==> config.mk <==
export PLATFORM = sky130hd
export DESIGN_NAME = mul_sched_flat
export DESIGN_NICKNAME = d
export VERILOG_FILES = /design/src/rtl/mul_sched_if.sv /design/src/rtl/mul_sched.sv /design/src/flat_wrapper.sv
export SDC_FILE = /design/constraint.sdc
export NUM_CORES = 1
export LEC_CHECK = 0
export CAP_MARGIN = 20
export CORE_MARGIN = 2
export CORE_UTILIZATION = 46
export DETAILED_ROUTE_END_ITERATION = 12
export DONT_BUFFER_PORTS = 1
export MAX_ROUTING_LAYER = met4
export PLACE_DENSITY = 0.69
export RECOVER_POWER = 50
export SYNTH_ARGS = -nofsm -noshare
export SYNTH_HDL_FRONTEND = slang
export SYNTH_SLANG_ARGS = --single-unit
==> constraint.sdc <==
create_clock -name clk -period 3.45 [get_ports clk]
set_clock_uncertainty 0.05 [all_clocks]
set_input_delay 0.69 -clock clk [delete_from_list [all_inputs] [get_ports clk]]
set_output_delay 0.69 -clock clk [all_outputs]
set_load 0.02 [all_outputs]
==> src/rtl/mul_sched_if.sv <==
// Bus bundle between mul_sched, its two clients and the shared sequential multiplier.
//   client side : req0/req1, a0/b0/a1/b1 in; ack0/ack1, result, busy out
//   mul side    : mul_load, mul_a, mul_b out; mul_wait, mul_ready, mul_result in
// slave  = the scheduler's view, master = clients plus multiplier.
interface mul_sched_if;
    localparam int unsigned OP_W   = 16;
    localparam int unsigned PROD_W = 32;

    logic              req0;
    logic              req1;
    logic [OP_W-1:0]   a0;
    logic [OP_W-1:0]   b0;
    logic [OP_W-1:0]   a1;
    logic [OP_W-1:0]   b1;
    logic              ack0;
    logic              ack1;
    logic [PROD_W-1:0] result;
    logic              busy;
    logic              mul_load;
    logic [OP_W-1:0]   mul_a;
    logic [OP_W-1:0]   mul_b;
    logic              mul_wait;
    logic              mul_ready;
    logic [PROD_W-1:0] mul_result;

    modport slave (
        input  req0, req1, a0, b0, a1, b1, mul_wait, mul_ready, mul_result,
        output ack0, ack1, result, busy, mul_load, mul_a, mul_b
    );

    modport master (
        output req0, req1, a0, b0, a1, b1, mul_wait, mul_ready, mul_result,
        input  ack0, ack1, result, busy, mul_load, mul_a, mul_b
    );
endinterface

==> src/rtl/mul_sched.sv <==
// Round-robin scheduler for two clients sharing one 16x16 shift-add multiplier.
// Launches one multiply at a time (LOAD pulse, then waits for mul_ready), returns
// the product with a one-cycle ack to the winner, and answers zero operands directly.
// Ports:
//   clk    : clock, rising edge
//   reset  : synchronous, active-high
//   bus    : mul_sched_if.slave (client request/ack/result/busy, multiplier load/operands/status)
// Optional feature: define MUL_SCHED_SWAP_EN to put the smaller operand on mul_b,
// which bounds the multiplier iteration count by the smaller operand.
module mul_sched (
    input  logic       clk,
    input  logic       reset,
    mul_sched_if.slave bus
);
    localparam int unsigned OP_W   = 16;
    localparam int unsigned PROD_W = 32;

    typedef enum logic [1:0] {
        IDLE = 2'd0,
        LOAD = 2'd1,
        RUN  = 2'd2,
        DONE = 2'd3
    } state_t;

    state_t          state;
    logic            ptr;      // client favoured when both request
    logic            owner;    // client being served
    logic            grant_c;
    logic            winner_c;
    logic            swap_c;
    logic [OP_W-1:0] win_a_c;
    logic [OP_W-1:0] win_b_c;

    // Arbitration and operand selection for the current IDLE cycle
    always_comb begin
        winner_c = 1'b0;
        if (bus.req0 && bus.req1) begin
            winner_c = ptr;
        end else if (bus.req1) begin
            winner_c = 1'b1;
        end
        grant_c = bus.req0 | bus.req1;
        win_a_c = winner_c ? bus.a1 : bus.a0;
        win_b_c = winner_c ? bus.b1 : bus.b0;
`ifdef MUL_SCHED_SWAP_EN
        swap_c  = (win_a_c < win_b_c);
`else
        swap_c  = 1'b0;
`endif
    end

    // Scheduler FSM with registered outputs
    always_ff @(posedge clk) begin
        if (reset) begin
            state        <= IDLE;
            ptr          <= 1'b0;
            owner        <= 1'b0;
            bus.ack0     <= 1'b0;
            bus.ack1     <= 1'b0;
            bus.busy     <= 1'b0;
            bus.mul_load <= 1'b0;
            bus.result   <= '0;
            bus.mul_a    <= '0;
            bus.mul_b    <= '0;
        end else begin
            bus.ack0     <= 1'b0;
            bus.ack1     <= 1'b0;
            bus.mul_load <= 1'b0;
            unique case (state)
                IDLE: begin
                    if (grant_c) begin
                        owner    <= winner_c;
                        ptr      <= ~winner_c;
                        bus.busy <= 1'b1;
                        if ((win_a_c == '0) || (win_b_c == '0)) begin
                            // Zero product: skip the datapath entirely
                            bus.result <= '0;
                            bus.ack0   <= ~winner_c;
                            bus.ack1   <= winner_c;
                            state      <= DONE;
                        end else begin
                            bus.mul_a    <= swap_c ? win_b_c : win_a_c;
                            bus.mul_b    <= swap_c ? win_a_c : win_b_c;
                            bus.mul_load <= 1'b1;
                            state        <= LOAD;
                        end
                    end
                end
                LOAD: begin
                    state <= RUN;
                end
                RUN: begin
                    if (bus.mul_ready) begin
                        bus.result <= bus.mul_result;
                        bus.ack0   <= ~owner;
                        bus.ack1   <= owner;
                        state      <= DONE;
                    end else if (!bus.mul_wait) begin
                        // Multiplier went idle without a final step: flag with all ones
                        bus.result <= {PROD_W{1'b1}};
                        bus.ack0   <= ~owner;
                        bus.ack1   <= owner;
                        state      <= DONE;
                    end
                end
                DONE: begin
                    bus.busy <= 1'b0;
                    state    <= IDLE;
                end
                default: begin
                    bus.busy <= 1'b0;
                    state    <= IDLE;
                end
            endcase
        end
    end
endmodule

==> src/flat_wrapper.sv <==
// flat-port wrapper written by rule: the top's interface ports become plain ports
module mul_sched_flat 
  (clk, reset, bus_req0, bus_req1, bus_a0, bus_b0, bus_a1, bus_b1, bus_mul_wait, bus_mul_ready, bus_mul_result, bus_ack0, bus_ack1, bus_result, bus_busy, bus_mul_load, bus_mul_a, bus_mul_b);
  mul_sched_if bus_i ();
  input  logic clk;
  input  logic reset;
  input wire logic [$bits(bus_i.req0)-1:0] bus_req0;
  input wire logic [$bits(bus_i.req1)-1:0] bus_req1;
  input wire logic [$bits(bus_i.a0)-1:0] bus_a0;
  input wire logic [$bits(bus_i.b0)-1:0] bus_b0;
  input wire logic [$bits(bus_i.a1)-1:0] bus_a1;
  input wire logic [$bits(bus_i.b1)-1:0] bus_b1;
  input wire logic [$bits(bus_i.mul_wait)-1:0] bus_mul_wait;
  input wire logic [$bits(bus_i.mul_ready)-1:0] bus_mul_ready;
  input wire logic [$bits(bus_i.mul_result)-1:0] bus_mul_result;
  output wire logic [$bits(bus_i.ack0)-1:0] bus_ack0;
  output wire logic [$bits(bus_i.ack1)-1:0] bus_ack1;
  output wire logic [$bits(bus_i.result)-1:0] bus_result;
  output wire logic [$bits(bus_i.busy)-1:0] bus_busy;
  output wire logic [$bits(bus_i.mul_load)-1:0] bus_mul_load;
  output wire logic [$bits(bus_i.mul_a)-1:0] bus_mul_a;
  output wire logic [$bits(bus_i.mul_b)-1:0] bus_mul_b;
  assign bus_i.req0 = bus_req0;
  assign bus_i.req1 = bus_req1;
  assign bus_i.a0 = bus_a0;
  assign bus_i.b0 = bus_b0;
  assign bus_i.a1 = bus_a1;
  assign bus_i.b1 = bus_b1;
  assign bus_i.mul_wait = bus_mul_wait;
  assign bus_i.mul_ready = bus_mul_ready;
  assign bus_i.mul_result = bus_mul_result;
  assign bus_ack0 = bus_i.ack0;
  assign bus_ack1 = bus_i.ack1;
  assign bus_result = bus_i.result;
  assign bus_busy = bus_i.busy;
  assign bus_mul_load = bus_i.mul_load;
  assign bus_mul_a = bus_i.mul_a;
  assign bus_mul_b = bus_i.mul_b;
  mul_sched u_core (.clk(clk), .reset(reset), .bus(bus_i));
endmodule
# Yosys cells after proc, flatten, opt, wreduce, memory -nomap -nowiden
# Index checks and enable logic that the tools add are counted.
# word_totals
regBits	72
input_bits	102
output_inout_bits	68
elab_cells	62
# op_classes
n_eq_ne	6
n_mux	27
n_bitwise	6
n_reduce_logical	13
# ops
cell	count
$mux 32	4
$pmux 32 s2	1
$logic_not 16->1	2
$mux 16	2
$mux 1	12
$mux 2	4
$pmux 2 s4	1
$pmux 1 s2	3
$reduce_and 2->1	3
$not 1->1	5
$eq 2x2->1 const B	2
$ne 2x1->1 const B	2
$reduce_and 4->1	1
$reduce_bool 2->1	2
$ne 3x3->1 const B	1
$reduce_and 3->1	1
$reduce_or 3->1	1
$eq 2x1->1 const B	1
$logic_not 2->1	1
$logic_and 1x1->1	1
$logic_or 1x1->1	1
$or 1x1->1	1

# Longest topological paths before layout
# depth
word_depth	8
ltp_mapped	9
mapped_depth_nobuf	7

# Worst setup path after synthesis
# OpenSTA, ideal clock, no wires.
# synth_timing
path_type	input port to flip-flop
startpoint	input port bus_req1
endpoint	register u_core.bus.mul_a[0]
setup_time_ps	121
arrival_time_ps	2045
required_time_ps	3279
setup_slack_ps	1234
cell_stages	7
n_path_buf	3
path_cell_list	buf_2 -> nand2_4 -> or3_4 -> a21o_1 -> buf_6 -> buf_6 -> mux2_4
# synth_via
elab_chain_cells	7
elab_cells_between_ends	11
cone_classes	mux (4); bitwise (2); reduce/logical (5)
# synth_rtl
item	line	rtl
start, declared	flat_wrapper.sv:8	input wire logic [$bits(bus_i.req1)-1:0] bus_req1;
$mux 1 or $logic_and 1x1->1 (tied branches)	mul_sched.sv:39, mul_sched.sv:37	
$mux 1	mul_sched.sv:37	if (bus.req0 && bus.req1) begin
$mux 16 (on tied branches)	mul_sched.sv:43, mul_sched.sv:44	
$logic_not 16->1	mul_sched.sv:75	if ((win_a_c == '0) || (win_b_c == '0)) begin
$logic_or 1x1->1	mul_sched.sv:75	
$not 1->1 (no line)	-	
$reduce_and 3->1 (no line)	-	
end signal, assigned	mul_sched.sv:82	bus.mul_a <= swap_c ? win_b_c : win_a_c;
end, declared	mul_sched_if.sv:28	output ack0, ack1, result, busy, mul_load, mul_a, mul_b
# Parallel ways exist; a longest one is shown, timed or not.
# A chain may end at the register's enable or synchronous reset.

# Final worst setup path
# layout_timing
startpoint	register u_core.state[0]
endpoint	register u_core.bus.result[3]
# layout_via
elab_chain_cells	3
elab_cells_between_ends	8
cone_classes	eq/ne (4); mux (1); reduce/logical (3)
# layout_rtl
item	line	rtl
start, declared	mul_sched.sv:25	state_t state;
start signal, assigned	mul_sched.sv:55	state <= IDLE;
start signal, assigned	mul_sched.sv:80	state <= DONE;
start signal, assigned	mul_sched.sv:85	state <= LOAD;
$eq 2x2->1 or $logic_not 2->1 (tied branches)	mul_sched.sv:69	unique case (state)
$ne 3x3->1 (no line) (tied with other cells)	-	
$reduce_and 4->1 (no line)	-	
end signal, assigned	mul_sched.sv:94	bus.result <= bus.mul_result;
end signal, assigned	mul_sched.sv:100	bus.result <= {PROD_W{1'b1}};
end, declared	mul_sched_if.sv:28	
# Parallel ways exist; a longest one is shown, timed or not.

==> reports/results.txt <==
Status: finished clean
DRC: 0
Synth cell count leaders: 72 x dfxtp_1, 66 x o21ai_0, 37 x nor2_1
Layout area overhead: 4.40%
Clock share of power: 22.4%
Mapped Area: 3840 sq um
# Post-CTS Setup Buffers: 0
Relative slew margins: 62.7%
Post-Route Utilization: 49.3%
CTS tree: done
Die H: 95.3 um
Row cnt: 33
GPL Wtd Cong: 0.766
Post-synth top flop: dfxtp_1
Vias: 3018
Critical Path Start Type: register
Clock Latency Late Sink: 330 ps
Mapped Nets: 536
Design Power: 2.64 mW
Reg area: 1440 sq um
#FFs+latches synth: 72
Synth top area share: 37.6%
Sequential share of the synthesized area: 37.6%
Total wire length: 9.37 mm
Pin count of the biggest net entering global routing: 105
Drt wl/cell: 18.1 um
DRT Pass-1 Iters: 4
Logic pwr share: 31.5%
Post-synth cell types: 35
Post-layout minimum cycle time: 2500 ps
CTS Sinks: 72
CTS H-tree depth: 3
Clk slew on worst S/H paths: 70 ps
Pre-CTS setup slack: 869 ps
NetSw: 1.03 mW
Die area: 9090 sq um
Final Hold Viols: 0
Class of the worst hold path: input pin to register
Max cap viols: 0
Final Cycle Share: 72.4%
Fill count: 791
Share of cells above drive strength 1: 13.6%
Post-DRT Antenna Nets: 0
Worst vdd ir: 370 uV
Avg Inst Size Synth: 8.90 sq um
NumNets Final: 512
HPWL after DPL: 6.38 mm
GRT Overall Usage: 20.1%
TNS Setup: 0 ps
I/O Buffers: 0
Vias in the first global route: 2800
Ant. Diodes: 0
Design area: 4010 sq um
Seq pwr share: 46.1%
Post-CTS sizing: 0
Num CTS Buffers: 9
Initial Utilization: 47.2%
Cells after Synth: 431
Placed inst area: 3840 sq um
Final WS setup: 952 ps
Internal power: 1.61 mW
Largest fanout on the critical path: 64
Sw Share: 39.0%
I/O pins: 170
Count leader, synth: dfxtp_1
CP Class: register to register
Multi-input logic area: 2200 sq um
Hold Buf Count CTS: 0
FFs w/ async S/R, synth: 0%
Global-route wire length before repair: 13.9 mm
Pwr Density: 658 nW/um^2
CP arrival: 2710 ps
Largest area contributor in the netlist: dfxtp_1
Vias per cell: 5.84
Initial antenna violation count: 0
Post-synth EDFFs: 0
Grt ovf: 0
Finish-stage setup viols: 0
Yosys Warn Count: 0
Max Buffers Root-to-Sink: 2
Slew @ Worst Pin: 559 ps
WP data required: 3660 ps
Static Leak: 1.57 nW
Core area: 8130 sq um
Root buffer cell: clkbuf_8
Unrepaired setup endpoints after global routing: no
Initial DRC Count: 180
Crit path capture type: register
Synth area leaders: dfxtp_1 38%, mux2_4 11%, o21ai_0 8.6%, mux2i_1 8.3%, nor2b_1 5.2%
Die X: 95.3 um
Max Freq: 400 MHz
Final slew viol count: 0
==> registers in the layout, indices dropped and copies added (netlist names) <==
name / flops
u_core.ptr: 1
u_core.state: 2
u_core.bus.ack0: 1
u_core.bus.mul_load: 1
u_core.bus.busy: 1
u_core.owner: 1
u_core.bus.result: 32
u_core.bus.mul_a: 16
u_core.bus.ack1: 1
u_core.bus.mul_b: 16
==> final cells by class <==
class / instances / area share, %
Clock buffer: 13 / 3.72
Multi-Input combinational cell: 315 / 55.0
Inverter: 4 / 0.375
Timing Repair Buffer: 5 / 1.25
Sequential cell: 72 / 36.0
Tap cell: 105 / 3.28
Clock inverter: 3 / 0.437
==> stage by stage <==
step,cells,hold WS [ps]
after floorplan,431,390
after global placement,501,400
after detailed placement,501,413
after CTS,517,358
after global routing,517,380
final,517,396
==> routing by layer <==
metal,vias up,routed length (um),GRT usage (%)
li1,1479,-,-
met1,1417,4060,25.8
met2,103,4390,30.3
met3,19,705,4.58
met4,0,212,8.70
met5,-,0,-
==> power by group through the flow <==
| stage | clock network (mW) | logic [mW] | registers, mW |
|---|---|---|---|
| after global routing | 0.639 | 0.919 | 1.23 |
| final | 0.591 | 0.831 | 1.22 |
| after detailed placement | 0 | 0.825 | 1.24 |
| after CTS | 0.608 | 0.828 | 1.22 |
| after global placement | 0 | 0.799 | 1.23 |
| after floorplan | 0 | 0.739 | 1.20 |
==> final timing paths <==
kind                           startpoint                                end  slack [ps]  cells after the start
min                                 reset          u_core.owner$_SDFFE_PP0P_         400                      1
max          u_core.state[0]$_SDFFE_PP0P_  u_core.bus.result[3]$_SDFFE_PP0P_         950                      9
max reg2reg  u_core.state[0]$_SDFFE_PP0P_  u_core.bus.result[3]$_SDFFE_PP0P_         950                      9
min reg2reg     u_core.owner$_SDFFE_PP0P_          u_core.owner$_SDFFE_PP0P_         420                      2
==> critical path, cell delays in order (launching register included) <==
cell	delay (ps)
dfxtp_1	330
inv_1	90
ha_1	140
buf_4	310
nor2_1	130
a311oi_2	360
o31ai_4	120
buf_4	300
or3_1	400
a21oi_1	160
==> cells by family (layout without fill, tap and decap cells) <==
logic type               count (synthesis)  count (layout)  synth area share [%]
multiplexers                            64              64                  20.6
AND/OR/NAND/NOR                        138             138                  20.3
flip-flops                              72              72                  37.6
adder cells (fa/ha/maj)                  3               3                 0.978
buffers and inverters                   44              25                  5.31
AO/OA/AOI/OAI                          110             110                  15.3
==> placed cells by master, fill, tap and decap left out, drive strengths merged, types with 3 or more instances in the layout <==
cell type,instances
buf,5
mux2,32
or3,33
nor4,16
a311oi,3
a21oi,36
nand3,4
inv,4
nand2,4
and4,3
o21ai,66
mux2i,32
nor2b,32
ha,3
nor2,37
clkbuf,13
nand2b,3
dfxtp,72
No activity file was read; power rests on OpenSTA's default activity.
==> RTL change: new RTL, same settings <==
`PROD_W` is set to 32 in 2 places; all go to 48.
--- a/src/rtl/mul_sched_if.sv
+++ b/src/rtl/mul_sched_if.sv
@@ -5,5 +5,5 @@
 interface mul_sched_if;
     localparam int unsigned OP_W   = 16;
-    localparam int unsigned PROD_W = 32;
+    localparam int unsigned PROD_W = 48;
 
     logic              req0;
--- a/src/rtl/mul_sched.sv
+++ b/src/rtl/mul_sched.sv
@@ -14,5 +14,5 @@
 );
     localparam int unsigned OP_W   = 16;
-    localparam int unsigned PROD_W = 32;
+    localparam int unsigned PROD_W = 48;
 
     typedef enum logic [1:0] {
Interface: changed (resized bus_mul_result and bus_result); port bits go from 170 to 202. The function was not compared with the original's and may differ.
==> RTL change against the original RTL <==
Synthesized area is 24% higher; total power is 25% higher; setup slack worse by 0.13 ns; design area is 24% higher; critical path depth is 2 lower; sequential share of layout area is 0.44 points lower; sequential power is 19% higher; sequential cell count is 16 higher; wire length is 22% higher; largest power group unchanged; highest routed layer unchanged.
==> RTL change: results (changes against the original RTL) <==
place_congestion: 0.797  # +4.1%
ys_async_sr_fraction: 0  # unchanged
r2r_cells: 7  # -2
htreeDepth: 3  # unchanged
n_fill_cell: 980  # +24%
dr.pass1.iters: 5  # +1
ys_ff_latch: 88  # +22%
crit_family: "compound AO/OA/AOI/OAI gates"
dpl.hpwl_um: 7680  # +20%
syn_nets: 651  # +21%
nonClkBufAreaFrac: 0.0116  # -0.000882
synthTopCellsByArea: "dfxtp_1 37%, nor2b_1 11%, o21ai_0 9.3%"
wl_met3_um: 1050  # +49%
dpl_worst_slack_ns: 0.713  # -0.156 ns
antenna_found_initial: 0  # unchanged
peakVddDrop_mv: 0.622  # +68%
hp-class: "input port to flop"
drive_gt1_frac: 0.120  # -0.0162
clkCellAreaFrac: 0.0475  # +0.00591
clk_pin_slew_ns: 0.09  # +0.02 ns
largest_registers: "u_core.bus.result x48, u_core.bus.mul_a x16, u_core.bus.mul_b x16"
routed_wl_um: 11400  # +22%
synth_compound_area_frac: 0.210  # +0.0579
routed_via_density: 6.01  # +2.9%
grt_max_degree: 169  # +61%
comb.multi_input.count: 379  # +20%
first_global_vias: 3652  # +30%
placed_cells: 613  # +22%
wl_met1_um: 5060  # +25%
synthMuxAreaShare: 0.166  # -0.0395
worstSkewPairLatency_ns: 0.35  # +0.02 ns
seq_area_frac_synth: 0.371  # -0.00469
cp_slowest_stage_delay_ns: 0.48  # +0.08 ns
status: "complete, no violations"
critical_path_arrival_ns: 2.81  # +0.10 ns
avgSynthCellArea_um2: 8.96  # +0.65%
multi_input_area_share: 0.548  # -0.00145
drt_iter0_drc: 217  # +21%
grt_use_met1: 0.260  # +0.00209
leakage_nw: 1.90  # +21%
clock_buffers: 10  # -3
ys_top_cells_by_count: "88 x dfxtp_1, 88 x o21ai_0, 80 x nor2b_1"
grt_util_met3: 0.0637  # +0.0178
synth_fa_ha_area_frac: 0.00790  # -0.00188
path_max_fanout: 96  # +50%
met2_usage: 0.318  # +0.0152
grt_usage: 0.206  # +0.00542
wire_per_inst_um: 18.2  # +0.37%
buffers: 6  # +1
seq_area_um2: 1760  # +22%
route.met2.wl_um: 5220  # +19%
cpMaxStageDelayCell: "a311oi_1"
grt_pass1_wl_um: 18200  # +31%
[RTL change: logic make-up (layout without fill, tap and decap cells)]
| logic type | after synthesis | count (layout) |
|---|---|---|
| mux | 64 | 64 |
| flops | 88 | 88 |
| fa+ha+maj | 3 | 3 |
| buf+inv | 63 | 26 |
| compound gates | 158 | 158 |
| simple gates | 154 | 154 |
[RTL change: path summary, 6_finish.rpt]
check                                     start               endpoint  slack (ns)
worst max-delay path            u_core.state[1]  u_core.bus.result[24]        0.82
worst min-delay path                      reset        u_core.bus.busy        0.35
worst max register to register  u_core.state[1]  u_core.bus.result[24]        0.82
worst min register to register     u_core.owner           u_core.owner        0.43
[RTL change: stage by stage]
step	total power, mW	area, um^2
floorplan	2.36	4750
CTS	3.33	4960
finish	3.29	4960
global route	3.51	4960
global placement	2.44	4720
detailed placement	2.48	4720
[RTL change: report_power, final]
part	internal [mW]	switching [mW]	total [mW]
sequential	1.17	0.279	1.45
combinational	0.373	0.632	1.01
clock	0.479	0.356	0.836
total	2.03	1.27	3.29
